==> src/rtl/animation_stepper.sv <==
// Frame-rate animation stepper: advances a pattern phase on every unpaused
// vsync rising edge, in wrap-around or ping-pong (bounce) motion.
module animation_stepper #(
   parameter int unsigned PHASE_W   = 10,
   parameter int unsigned PHASE_MAX = 639,
   parameter bit          BOUNCE    = 1'b0
) (
   input  logic               clk,
   input  logic               rst,
   input  logic               vsync,
   input  logic               paused,
   input  logic [2:0]         step_size,
   input  logic               restart,
   output logic               frame_tick,
   output logic [7:0]         frame_count,
   output logic [PHASE_W-1:0] phase,
   output logic               direction
);

   typedef enum logic {
      DIR_UP   = 1'b0,
      DIR_DOWN = 1'b1
   } dir_e;

   localparam logic [PHASE_W:0] MAX_X = (PHASE_W+1)'(PHASE_MAX);
   localparam logic [PHASE_W:0] ONE_X = (PHASE_W+1)'(1);

   logic               vsync_q;
   logic               tick_q, tick_d;
   logic [7:0]         count_q, count_d;
   logic [PHASE_W-1:0] phase_q, phase_d;
   dir_e               dir_q, dir_d;

   logic               rise;
   logic [PHASE_W:0]   s_x, ph_x, t_x;

   assign rise = vsync & ~vsync_q;
   assign s_x  = (step_size == 3'd0) ? ONE_X : (PHASE_W+1)'(step_size);
   assign ph_x = {1'b0, phase_q};
   assign t_x  = ph_x + s_x;

   always_comb begin
      phase_d = phase_q;
      dir_d   = dir_q;
      tick_d  = 1'b0;
      count_d = count_q;

      if (rise) begin
         count_d = count_q + 8'd1;
      end

      if (restart) begin
         phase_d = '0;
         dir_d   = DIR_UP;
      end else if (rise && !paused) begin
         tick_d = 1'b1;
         if (!BOUNCE) begin
            dir_d = DIR_UP;
            if (t_x > MAX_X) phase_d = PHASE_W'(t_x - MAX_X - ONE_X);
            else             phase_d = PHASE_W'(t_x);
         end else if (dir_q == DIR_UP) begin
            // s <= 7 <= PHASE_MAX, so a single reflection off the top is enough
            if (t_x < MAX_X) begin
               phase_d = PHASE_W'(t_x);
            end else if (t_x == MAX_X) begin
               phase_d = PHASE_W'(MAX_X);
               dir_d   = DIR_DOWN;
            end else begin
               phase_d = PHASE_W'(MAX_X + MAX_X - t_x);
               dir_d   = DIR_DOWN;
            end
         end else begin
            if (ph_x > s_x) begin
               phase_d = PHASE_W'(ph_x - s_x);
            end else if (ph_x == s_x) begin
               phase_d = '0;
               dir_d   = DIR_UP;
            end else begin
               phase_d = PHASE_W'(s_x - ph_x);
               dir_d   = DIR_UP;
            end
         end
      end
   end

   // vsync_q resets high so a vsync already high at release is not an edge
   always_ff @(posedge clk) begin
      if (rst) begin
         vsync_q <= 1'b1;
         tick_q  <= 1'b0;
         count_q <= '0;
         phase_q <= '0;
         dir_q   <= DIR_UP;
      end else begin
         vsync_q <= vsync;
         tick_q  <= tick_d;
         count_q <= count_d;
         phase_q <= phase_d;
         dir_q   <= dir_d;
      end
   end

   assign frame_tick  = tick_q;
   assign frame_count = count_q;
   assign phase       = phase_q;
   assign direction   = dir_q;

endmodule

==> config.mk <==
export PLATFORM = sky130hd
export DESIGN_NAME = animation_stepper
export DESIGN_NICKNAME = d
export VERILOG_FILES = /design/src/rtl/animation_stepper.sv
export SDC_FILE = /design/constraint.sdc
export NUM_CORES = 1
export LEC_CHECK = 0
export CORE_MARGIN = 2
export CORE_UTILIZATION = 40
export DETAILED_ROUTE_END_ITERATION = 8
export PLACE_DENSITY = 0.65
export SYNTH_ARGS = -nofsm -noshare
export SYNTH_HDL_FRONTEND = slang
export SYNTH_SLANG_ARGS = --single-unit
==> constraint.sdc <==
create_clock -name clk -period 7.15 [get_ports clk]
set_input_delay 1.43 -clock clk [delete_from_list [all_inputs] [get_ports clk]]
set_output_delay 1.43 -clock clk [all_outputs]
set_load 0.05 [all_outputs]
# Word-level counts from Yosys, hierarchy flattened
# Cells that the tools add are included.
# op_classes
div_mod_pow,0
n_eq_ne,0
addsub,4
n_lt_le_gt_ge,1
n_mul,0
n_shift,0
n_reduce_logical,4
bitwise_logic,2
muxes,3
# ops
operator,n
adder 10 x 3 -> 11 bit,1
greater-than comparator 11 x 10 -> 1 bit (second input constant),1
2-to-1 mux 10 bit,1
subtractor 10 x 1 -> 10 bit (second input constant),1
subtractor 10 bit (second input constant),1
adder 8 x 1 -> 8 bit (second input constant),1
logical NOT 3 bit,1
2-to-1 mux 3 bit,1
OR reduction 2 bit,1
AND 1 bit,1
logical AND 1 bit,1
logical NOT 1 bit,1
2-to-1 mux 1 bit,1
inverter 1 bit,1
# totals
ff_bits,20
mem_bits_ro,0
n_memories,0
mem_bits_rw,0
in_bits,8
latch_bits,0
word_cells,18
out_inout_bits,20

# Depth between registers and ports, before layout
# logic_depth
ltp_word,6
mapped_depth,12
mapped_depth_nobuf,12

# Worst setup path after synthesis
# OpenSTA, ideal clock, no wires.
# synth_path
path_kind,input-to-reg
start,in step_size[0]
end,reg phase_q[8] (netlist: phase[8])
t_required_ps,7024
cell_stages,12
arrival_time_ps,3835
setup_ps,126
path_slack_ps,3189
n_path_buf,0
path_cell_list,o21bai_1 ha_1 fa_1 a21oi_2 or3_1 xor2_1 ha_1 and2b_1 mux2i_1 a211oi_1 o31ai_1 a21oi_1
# synth_between
elab_chain_cells,6
word_cells_on_any_way,7
classes_between,3 x add/sub; 1 x order compare; 2 x mux; 1 x reduce/logical
# synth_lines
element,line,text
"start, declared",12,"input logic [2:0] step_size,"
logical NOT 3 bit,38,assign s_x = (step_size == 3'd0) ? ONE_X : (PHASE_W+1)'(step_size);
2-to-1 mux 3 bit *,38,
adder 10 x 3 -> 11 bit *,40,assign t_x = ph_x + s_x;
subtractor 10 bit,59,if (t_x > MAX_X) phase_d = PHASE_W'(t_x - MAX_X - ONE_X);
subtractor 10 x 1 -> 10 bit,59,
2-to-1 mux 10 bit *,59,
"end signal, assigned",98,phase_q <= phase_d;
"end, declared",31,"logic [PHASE_W-1:0] phase_q, phase_d;"
# Every way passes the cells marked *; elsewhere a longest branch is shown, timed or not.
# A chain may end at the register's enable or synchronous reset.

# Final worst setup path
# layout_path
start,in step_size[1]
end,reg phase_q[8] (netlist: phase[8])
# The elaborated chain is that of the path after synthesis.

==> flow_summary_export.csv <==
group,metric,value,unit
sta,rsz0062_at_grt,"false",
clocking,ctsHtreeMaxLevel,1,
synthesis,ys_types,47,
pwr,p_leak,0.535,nW
placed_design,hpwl,2030,um
synthesis,ys_seq_elements,20,
pwr,powerDensity,125,mW/mm2
sta,fin_worst_skew,0.00485,ns
critical_path,crit_fanout,7,
global_routing,grt_overflow,0,
critical_path,required,7.34,ns
routing,first_pass_iters,4,
pwr,swShare,23.4,%
worst_hold_path,hold_start,"frame_count[7]$_SDFFE_PP0P_",
finish,nFillCells,308,
finish,drive_above_1_share,11.3,%
critical_path,crit_family,"adder cells",
pwr,p_int,0.000151,W
floorplanning,core,0.00308,mm2
routing,num_vias,1131,
run_status,status,"completed",
critical_path,arrival,4.64,ns
synthesis,synth_area_leaders,"dfxtp_1 31%, xor2_1 6.0%, ha_1 4.8%",
critical_path,worst-setup-path-type,"in2reg",
routing,wl_per_cell,12.9,um
pwr,p_comb_share,9.5,%
sta,hold_violations,0,
pwr,p_clk_share,33.2,%
pwr,p_switching,0.0000463,W
pwr,finalPower,0.000197,W
global_routing,antenna_found_initial,0,
finish,stdcell_count,212,
routing,via_per_inst,5.33,
synthesis,synth_top_family_by_area,"simple AND/OR/NAND/NOR gates",
critical_path,startpoint_type,"primary input",
synthesis,synth_compound_area_share,17.1,%
finish,diodes,0,
floorplanning,num_rows,20,
routing,drc,0,
critical_path,slowest_delay,0.54,ns
global_routing,grt_pass1_vias,1206,
floorplanning,start_util,42.5,%
routing,first_iter_violations,47,
routing,postRouteAntennaNets,0,
synthesis,synth_nets,161,
synthesis,yosys.area.top_type,"dfxtp_1",
placed_design,port-buffer-count,26,
clocking,clk_latency,0.30,ns
critical_path,startpoint,"step_size[1]",
synthesis,avgSynthCellArea,8.89,um2
synthesis,synthAdderAreaFrac,6.32,%
synthesis,synth-xor-area-share,10.0,%
global_routing,grt_max_degree,12,
sta,fmax,225,MHz
critical_path,crit_path_end_kind,"flip-flop",
pwr,peakVddDrop,0.0837,mV
routing,routed_wl,2730,um
synthesis,async_reset_ff_share,0,%
sta,tightestPinTransition,0.514,ns
clocking,cts.sinks,20,
clocking,ctsRootBufferMaster,"clkbuf_4",
sta,hold_ws,0.495,ns
synthesis,syn_area,0.00131,mm2
synthesis,synthCells,147,
synthesis,synth_common_cells,"20 x dfxtp_1, 15 x nor2_1, 13 x nand2_1",
synthesis,ys_seq_area_share,30.6,%
sta,fin_crit_sh,62.2,%
synthesis,synth_edf_count,0,
synthesis,synthFlopType,"dfxtp_1",
global_routing,grt_pass1_wl,5220,um
pwr,seqPwrFrac,57.3,%
floorplanning,die_w,61.2,um
synthesis,synth_warnings,0,
global_routing,track_usage,18.3,%
placed_design,dpl.cell_count,208,
sta,min_period,4.45,ns
clocking,cts_tree,"yes",
sta,setup_violations,0,
critical_path,cp_slowest_cell,"clkdlybuf4s50_1",
synthesis,synth_mux_area_share,3.92,%
critical_path,crit_path_frequent_cell,"ha_1",
floorplanning,io_pins,28,
floorplanning,die_y,61.2,um
clocking,clk_pin_slew,0.11,ns
clocking,post_cts_buffers,0,
clocking,cts_hold_buf,0,
clocking,cts.path.max_buffers,2,
floorplanning,dieArea,0.00374,mm2
sta,setup_tns,0,ns
sta,slew_viol_final,0,
synthesis,synth_top_area_share,30.6,%
worst_hold_path,hold_class,"reg2reg",
critical_path,r2r_start,"phase[0]$_SDFFE_PP0P_",
clocking,numCtsBuffers,3,
critical_path,path_cells,"clkdlybuf4s50_1, o21bai_1, ha_1, fa_1, a21oi_2, or3_1, xor2_1, ha_1, and2b_1, mux2i_1, a211oi_1, o31ai_1, a21oi_1",
synthesis,yosysMostFrequentCell,"dfxtp_1",
clocking,cts_resized,0,
synthesis,yosys.area_share.simple,25.9,%
finish,area_growth_syn_to_layout,21.1,%
critical_path,worst-path-buf-inv,1,
placed_design,gp_congestion,0.854,
sta,relSlewSlack,65.7,%
job,maxCapViolCount,0,
finish,nets,183,
==> registers in the layout (all words and copies together), names as in the netlist <==
register and cells:
vsync_q 1, frame_tick 1, frame_count 8, phase 10
==> metrics by stage <==
stage	instance area [um2]	setup WS (ns)	utilization [%]
after floorplan	1310	3.19	-
after global routing	1580	2.41	51.5
final	1580	2.70	51.5
after CTS	1580	2.73	51.5
after global placement	1550	2.55	50.3
after detailed placement	1550	2.41	50.3
==> final timing paths <==
| check | cells past startpoint | end | slack (ns) |
|---|---|---|---|
| hold reg to reg | 2 | frame_count[7]$_SDFFE_PP0P_ | 0.50 |
| setup reg to reg | 11 | phase[8]$_SDFFE_PP0P_ | 4.10 |
| setup / recovery | 13 | phase[8]$_SDFFE_PP0P_ | 2.70 |
| hold / removal | 2 | frame_count[7]$_SDFFE_PP0P_ | 0.50 |
==> power groups by stage <==
stage | combinational (W) | sequential [W] | clock (W)
2_1_floorplan | 0.0000108 | 0.000118 | 0
4_1_cts | 0.0000188 | 0.000113 | 0.0000688
5_1_grt | 0.0000205 | 0.000113 | 0.0000724
3_5_place_dp | 0.0000187 | 0.000116 | 0
6_report | 0.0000187 | 0.000113 | 0.0000656
3_3_place_gp | 0.0000184 | 0.000116 | 0
==> cells in the final DEF (no fill, tap or decap), types with 3 or more instances in the layout <==
cell type and count:
dfxtp_1 20, nor3_1 4, a21oi_2 4, o21ai_0 4
nand3_1 3, nor2_1 15, nand2_1 13, ha_1 5
nand4_1 7, a21oi_1 7, mux2i_1 4, xor2_1 9
xnor2_1 6, clkbuf_4 3, clkdlybuf4s50_1 26, or3_1 3
==> layer usage <==
metal / part of all wire, % / track usage [%] / vias up / wire length, um
met3: 3.7 / 2.31 / 5 / 100
met5: 0 / 0 / - / 0
met1: 47 / 23.6 / 536 / 1290
li1: - / - / 567 / -
met2: 48 / 31.2 / 23 / 1310
met4: 1.5 / 6.52 / 0 / 41
==> cell families (layout without fill, tap and decap cells) <==
group,Yosys count,after routing
AO/OA/AOI/OAI,30,30
XOR/XNOR,15,15
adder cells (fa/ha/maj),6,6
buffers and inverters,9,30
flip-flops,20,20
multiplexers,5,5
other,1,1
AND/OR/NAND/NOR,61,61
==> worst min-delay path, stage by stage (launching register included) <==
cell and delay (ns):
dfxtp_1 0.34, o21ai_0 0.07, a21oi_1 0.06
==> cell type report <==
cell class	instances	area (um2)	area share, %
well taps	44	55.1	3.48
clock buffers	4	36.3	2.29
repair buffers	26	260	16.4
flip-flops and latches	20	400	25.3
multi-input cells	118	832	52.5
Note: power is estimated with default switching activity, not from simulation.
